File: src/rtl/fetch_stage_if.sv
// rtl/fetch_stage_if.sv - fetch stage control, memory and IF/ID output bundle
interface fetch_stage_if;
    logic        StallF;
    logic        StallD;
    logic        FlushD;
    logic        PCSrcE;
    logic [31:0] PCTargetE;
    logic [31:0] InstrF;
    logic [31:0] PCF;
    logic [31:0] InstrD;
    logic [31:0] PCD;
    logic [31:0] PCPlus4D;
    logic        ValidD;
    logic        MisalignF;

    // Fetch stage side: consumes hazard/redirect controls and memory data.
    modport slave (
        input  StallF, StallD, FlushD, PCSrcE, PCTargetE, InstrF,
        output PCF, InstrD, PCD, PCPlus4D, ValidD, MisalignF
    );

    // Pipeline/memory side: drives controls, observes fetch results.
    modport master (
        output StallF, StallD, FlushD, PCSrcE, PCTargetE, InstrF,
        input  PCF, InstrD, PCD, PCPlus4D, ValidD, MisalignF
    );
endinterface

File: src/rtl/fetch_stage.sv
// rtl/fetch_stage.sv - RV32I instruction fetch stage with IF/ID pipeline register
module fetch_stage #(
    parameter logic [31:0] RESET_PC  = 32'h0000_0000,
    parameter logic [31:0] NOP_INSTR = 32'h0000_0013
) (
    input  logic          clk,
    input  logic          reset,
    fetch_stage_if.slave  bus
);
    logic [31:0] pc;
    logic [31:0] pc_plus4;
    logic [31:0] pc_next;
    logic [31:0] instr_d;
    logic [31:0] pc_d;
    logic [31:0] pc_plus4_d;
    logic        valid_d;
    logic        misalign;

    // Sequential PC wraps naturally at 2^32; redirect targets drop their low bits.
    assign pc_plus4 = pc + 32'd4;
    assign pc_next  = bus.PCSrcE ? {bus.PCTargetE[31:2], 2'b00} : pc_plus4;

    // PC register: a redirect must win over a fetch stall or the branch is lost.
    always_ff @(posedge clk) begin
        if (reset) begin
            pc <= RESET_PC;
        end else if (bus.PCSrcE || !bus.StallF) begin
            pc <= pc_next;
        end
    end

    // IF/ID register: flush inserts a bubble even when decode is stalled.
    always_ff @(posedge clk) begin
        if (reset || bus.FlushD) begin
            instr_d    <= NOP_INSTR;
            pc_d       <= 32'h0;
            pc_plus4_d <= 32'h0;
            valid_d    <= 1'b0;
        end else if (!bus.StallD) begin
            instr_d    <= bus.InstrF;
            pc_d       <= pc;
            pc_plus4_d <= pc_plus4;
            valid_d    <= 1'b1;
        end
    end

    // Sticky flag recording any redirect to a non-word-aligned target.
    always_ff @(posedge clk) begin
        if (reset) begin
            misalign <= 1'b0;
        end else if (bus.PCSrcE && (bus.PCTargetE[1:0] != 2'b00)) begin
            misalign <= 1'b1;
        end
    end

    assign bus.PCF       = pc;
    assign bus.InstrD    = instr_d;
    assign bus.PCD       = pc_d;
    assign bus.PCPlus4D  = pc_plus4_d;
    assign bus.ValidD    = valid_d;
    assign bus.MisalignF = misalign;
endmodule
File: src/flat_wrapper.sv
// flat-port wrapper written by rule: the top's interface ports become plain ports
module fetch_stage_flat 
#(
    parameter logic [31:0] RESET_PC  = 32'h0000_0000,
    parameter logic [31:0] NOP_INSTR = 32'h0000_0013
)
  (clk, reset, bus_StallF, bus_StallD, bus_FlushD, bus_PCSrcE, bus_PCTargetE, bus_InstrF, bus_PCF, bus_InstrD, bus_PCD, bus_PCPlus4D, bus_ValidD, bus_MisalignF);
  fetch_stage_if bus_i ();
  input  logic clk;
  input  logic reset;
  input wire logic [$bits(bus_i.StallF)-1:0] bus_StallF;
  input wire logic [$bits(bus_i.StallD)-1:0] bus_StallD;
  input wire logic [$bits(bus_i.FlushD)-1:0] bus_FlushD;
  input wire logic [$bits(bus_i.PCSrcE)-1:0] bus_PCSrcE;
  input wire logic [$bits(bus_i.PCTargetE)-1:0] bus_PCTargetE;
  input wire logic [$bits(bus_i.InstrF)-1:0] bus_InstrF;
  output wire logic [$bits(bus_i.PCF)-1:0] bus_PCF;
  output wire logic [$bits(bus_i.InstrD)-1:0] bus_InstrD;
  output wire logic [$bits(bus_i.PCD)-1:0] bus_PCD;
  output wire logic [$bits(bus_i.PCPlus4D)-1:0] bus_PCPlus4D;
  output wire logic [$bits(bus_i.ValidD)-1:0] bus_ValidD;
  output wire logic [$bits(bus_i.MisalignF)-1:0] bus_MisalignF;
  assign bus_i.StallF = bus_StallF;
  assign bus_i.StallD = bus_StallD;
  assign bus_i.FlushD = bus_FlushD;
  assign bus_i.PCSrcE = bus_PCSrcE;
  assign bus_i.PCTargetE = bus_PCTargetE;
  assign bus_i.InstrF = bus_InstrF;
  assign bus_PCF = bus_i.PCF;
  assign bus_InstrD = bus_i.InstrD;
  assign bus_PCD = bus_i.PCD;
  assign bus_PCPlus4D = bus_i.PCPlus4D;
  assign bus_ValidD = bus_i.ValidD;
  assign bus_MisalignF = bus_i.MisalignF;
  fetch_stage #(.RESET_PC(RESET_PC), .NOP_INSTR(NOP_INSTR)) u_core (.clk(clk), .reset(reset), .bus(bus_i));
endmodule
File: config.mk
export PLATFORM = sky130hd
export DESIGN_NAME = fetch_stage_flat
export DESIGN_NICKNAME = d
export VERILOG_FILES = /design/src/rtl/fetch_stage_if.sv /design/src/rtl/fetch_stage.sv /design/src/flat_wrapper.sv
export SDC_FILE = /design/constraint.sdc
export NUM_CORES = 1
export LEC_CHECK = 0
export CELL_PAD_IN_SITES_DETAIL_PLACEMENT = 1
export CELL_PAD_IN_SITES_GLOBAL_PLACEMENT = 1
export CORE_MARGIN = 1
export CORE_UTILIZATION = 30
export CTS_BUF_LIST = sky130_fd_sc_hd__clkbuf_4 sky130_fd_sc_hd__clkbuf_8 sky130_fd_sc_hd__clkbuf_16
export CTS_CLUSTER_DIAMETER = 200
export DETAILED_ROUTE_END_ITERATION = 12
export PLACE_DENSITY = 0.88
export SLEW_MARGIN = 0
export SYNTH_ARGS = -nofsm -noshare
export SYNTH_HDL_FRONTEND = slang
export SYNTH_SLANG_ARGS = --single-unit
File: constraint.sdc
create_clock -name clk -period 1.9 [get_ports clk]
set_input_delay 0.57 -clock clk [delete_from_list [all_inputs] [get_ports clk]]
set_output_delay 0.57 -clock clk [all_outputs]
set_load 0.05 [all_outputs]
Yosys cells after proc, flatten, opt, wreduce, memory -nomap -nowiden
Index checks and enable logic that the tools add are counted.
{"block": "word_totals", "ff_bits": 130, "inputBits": 70, "out_inout_bits": 130, "elab_cells": 13}
{"block": "op_classes", "add_sub_neg": 1, "mux": 1, "n_reduce_logical": 5}
{"cell": "adder 32 x 3 -> 32 bit (second input constant)", "n": 1}
{"cell": "two-way mux 32 bit", "n": 1}
{"cell": "logical OR 1 bit", "n": 2}
{"cell": "nonzero test 2 bit", "n": 1}
{"cell": "logical AND 1 bit", "n": 1}
{"cell": "logical NOT 1 bit", "n": 1}

Logic depth before layout (Yosys ltp)
{"block": "depth", "depth_word": 2, "mapped_depth": 6, "depth_no_buf": 5}

Least setup slack after synthesis
OpenSTA, ideal clock, no wires.
{"block": "synth_path", "kind": "register to register", "start": "register u_core.pc[2] (netlist: u_core.bus.PCF[2])", "end": "register u_core.pc[24] (netlist: u_core.bus.PCF[24])", "setup_time_ns": 0.115, "arrival_ns": 2.227, "required_ns": 1.785, "setup_slack_ns": -0.441, "stages_incl_launch_ff": 6, "path_buffers": 0, "synth_period_minus_slack_ns": 2.341, "cell_sequence": "dfxtp_1 ha_1 nand4_1 nor3_1 a311oi_1 a2111oi_0"}
{"block": "synth_between", "elab_chain_len": 2}
{"element": "from (decl)", "line_no": "fetch_stage.sv:10", "rtl": "logic [31:0] pc;"}
{"element": "from (signal assigned)", "line_no": "fetch_stage.sv:28", "rtl": "pc <= pc_next;"}
{"element": "adder 32 x 3 -> 32 bit", "line_no": "fetch_stage.sv:20", "rtl": "assign pc_plus4 = pc + 32'd4;"}
{"element": "two-way mux 32 bit", "line_no": "fetch_stage.sv:21", "rtl": "assign pc_next = bus.PCSrcE ? {bus.PCTargetE[31:2], 2'b00} : pc_plus4;"}
Every way passes these cells.
A chain may end at the register's enable or synchronous reset.

Worst setup path after layout
{"block": "layout_path", "start": "register u_core.pc[2] (netlist: u_core.bus.PCF[2])", "end": "register u_core.pc[18] (netlist: u_core.bus.PCF[18])"}
The elaborated chain is that of the path after synthesis.

==> impl_metrics.json <==
{
  "place.gp.congestion": 0.846,
  "finalSetupViolCount": 0,
  "first_global_vias": 6170,
  "io_pins": 200,
  "final_area_mm2": 0.00895,
  "clock_skew_ns": 0.00712,
  "syn2layout_area_growth_pct": 57.7,
  "ctsHtreeMaxLevel": 4,
  "cp_max_fo": 6,
  "grt_max_degree": 42,
  "min_period_ns": 1.86,
  "status": "complete, no violations",
  "p_switching_w": 0.00212,
  "port-buffer-count": 193,
  "tritoncts": "done",
  "synth_cells": 647,
  "cts-root-buf": "clkbuf_16",
  "crit_type": "flip-flop to flip-flop",
  "via_count": 5874,
  "drc": 0,
  "powerDensity_mw_per_mm2": 842,
  "worstPathRequired_ns": 2.20,
  "ant_nets": 0,
  "clock_sinks": 124,
  "worst_hold_slack_ns": 0.452,
  "synth_ff_type": "dfxtp_1",
  "synth.area.top_cells": "dfxtp_1, mux2i_1, nor2_1",
  "hold_viol_final": 0,
  "ys_ff_latch": 124,
  "grt_usage": 0.225,
  "maxSlewHeadroom": 0.665,
  "drive_gt1_frac": 0.311,
  "cp_data_arrival_time_ns": 2.16,
  "start_util": 0.311,
  "netlist_area_mm2": 0.00568,
  "antenna_found_initial": 0,
  "grt_pass1_wl_um": 34100,
  "path_clk_slew_ns": 0.05,
  "clock_path_buffers": 2,
  "numCtsBuffers": 17,
  "total_power_w": 0.00754,
  "p_leak_nw": 3.71,
  "cp-start-kind": "flip-flop",
  "synth_warnings": 0,
  "ir_worst_vdd_uv": 649,
  "clkPwrFrac": 0.439,
  "endpoint_kind": "flip-flop",
  "maxSlewViolCount": 0,
  "seqPwrFrac": 0.379,
  "wirelength_um": 21900,
  "yosysTopAreaCell": "dfxtp_1",
  "die-area_mm2": 0.0195,
  "wl_met3_um": 1230,
  "met2_length_um": 10800,
  "drt-wirelength-per-cell_um": 19.7,
  "clock_latency_ns": 0.42,
  "tightestPinTransition_ns": 0.503,
  "ys_types": 53,
  "grt_overflow": 0,
  "fmax_mhz": 538,
  "rows": 49,
  "yosysTopAreaCellShare": 0.437,
  "cts_hold_buf": 0,
  "swShare": 0.282,
  "synth_edf_count": 0,
  "dp_hpwl_um": 15500,
  "first_pass_iters": 5,
  "design.core.area_mm2": 0.0183,
  "yosysSeqAreaShare": 0.437,
  "antennaDiodeCount": 0,
  "hold_class": "flip-flop to flip-flop",
  "viasPerCell": 5.29,
  "dr.max_layer_used": "met4",
  "cap_violations": 0,
  "syn_area_per_cell_um2": 8.78,
  "comb_power_share": 0.182,
  "final_nets": 939,
  "placed_area_mm2": 0.00822,
  "p_int_w": 0.00542,
  "dieHeight_um": 140,
  "routedLengthMet1_um": 9230,
  "synthArstFlopShare": 0,
  "drt_iter0_drc": 370,
  "period_share": 0.978,
  "fp.dieW_um": 140
}
## through the flow
step / cells / utilization / setup TNS [ns] / setup WS, ns
6_report: 1110 / 0.490 / 0 / 0.0412
5_1_grt: 1110 / 0.490 / -0.0133 / -0.00888
4_1_cts: 1100 / 0.484 / 0 / 0.00773
3_5_place_dp: 1067 / 0.450 / -5.51 / -0.357
3_3_place_gp: 1067 / 0.450 / -3.87 / -0.311
2_1_floorplan: 652 / - / -0.0194 / -0.0194
## power groups by stage
stage          logic, W  clock network [W]  registers (W)
3_3_place_gp    0.00130                  0        0.00291
4_1_cts         0.00134            0.00339        0.00286
5_1_grt         0.00144            0.00348        0.00287
6_report        0.00137            0.00331        0.00286
3_5_place_dp    0.00132                  0        0.00292
2_1_floorplan  0.000454                  0        0.00320
## kinds of logic (layout without fill, tap and decap cells)
kind of cell,count (synthesis),count (layout),share of synthesized area
simple gates,234,234,0.217
mux,59,59,0.104
xor+xnor,22,22,0.0339
buf+inv,85,314,0.0650
compound gates,121,121,0.139
other cells,1,6,0.000660
fa+ha+maj,1,1,0.00220
flops,124,124,0.437
## repair_timing
item | 4_1_cts | 5_1_grt
gates resized for setup | 6 | 7
endpoints found under the setup margin | 6 | 7
setup buffers | 1 | 10
pin swaps | 2 | 5
## cell usage after synthesis (7+ instances only)
cell type,number
nand3_1,13
nor3_1,12
o21ai_0,34
buf_1,12
buf_4,9
mux2i_1,59
dfxtp_1,124
nor4_1,12
buf_2,13
a311oi_1,7
xor2_1,8
a21oi_1,25
and3_1,7
nor2_1,87
xnor2_1,14
and4_1,11
nand4_1,16
clkbuf_1,33
a211oi_1,20
inv_1,17
a2111oi_0,8
or3_1,7
nand2_1,37
## final timing paths
check	startpoint	endpoint	slack, ns	cells past startpoint
worst max-delay path	u_core.bus.PCF[2]	u_core.bus.PCF[18]	0.04	6
worst min-delay path	u_core.bus.ValidD	u_core.bus.ValidD	0.45	1
worst max register to register	u_core.bus.PCF[2]	u_core.bus.PCF[18]	0.04	6
worst min register to register	u_core.bus.ValidD	u_core.bus.ValidD	0.45	1
## cell type report
class | instances | area [µm²]
inverters | 18 | 67.6
repair buffers | 264 | 2490
flip-flops and latches | 124 | 2560
multi-input cells | 443 | 2950
clock inverters | 7 | 85.1
clock buffers | 25 | 517
well taps | 229 | 287
fillers | 2075 | 9320
## worst max-delay path, stage by stage (launching register included)
cell and delay, ns:
dfxtp_4 0.40, ha_4 0.19, nand4_1 0.25, buf_4 0.25, nor4_2 0.36, xnor2_1 0.17, a21oi_1 0.10
## sequential cells by signal, indices dropped and copies added (netlist names)
register / count
u_core.bus.PCF: 30
u_core.bus.InstrD: 32
u_core.bus.MisalignF: 1
u_core.bus.PCPlus4D: 30
u_core.bus.PCD: 30
u_core.bus.ValidD: 1
## per-layer routing
layer  track usage  vias to the layer above
met3        0.0571                       40
met1         0.273                     2878
met4        0.0781                        0
met2         0.387                      202
met5             0                        -
li1              -                     2754
## layout by cell type (no fill, tap or decap), types with 20 or more instances in the layout
master / count
buf_4: 168
buf_12: 27
dfxtp_1: 97
a211oi_1: 20
a21oi_1: 25
nand2_1: 37
nor2_1: 87
o21ai_0: 34
mux2i_1: 59
clkdlybuf4s50_1: 67
Power figures use the tool's default switching activity.
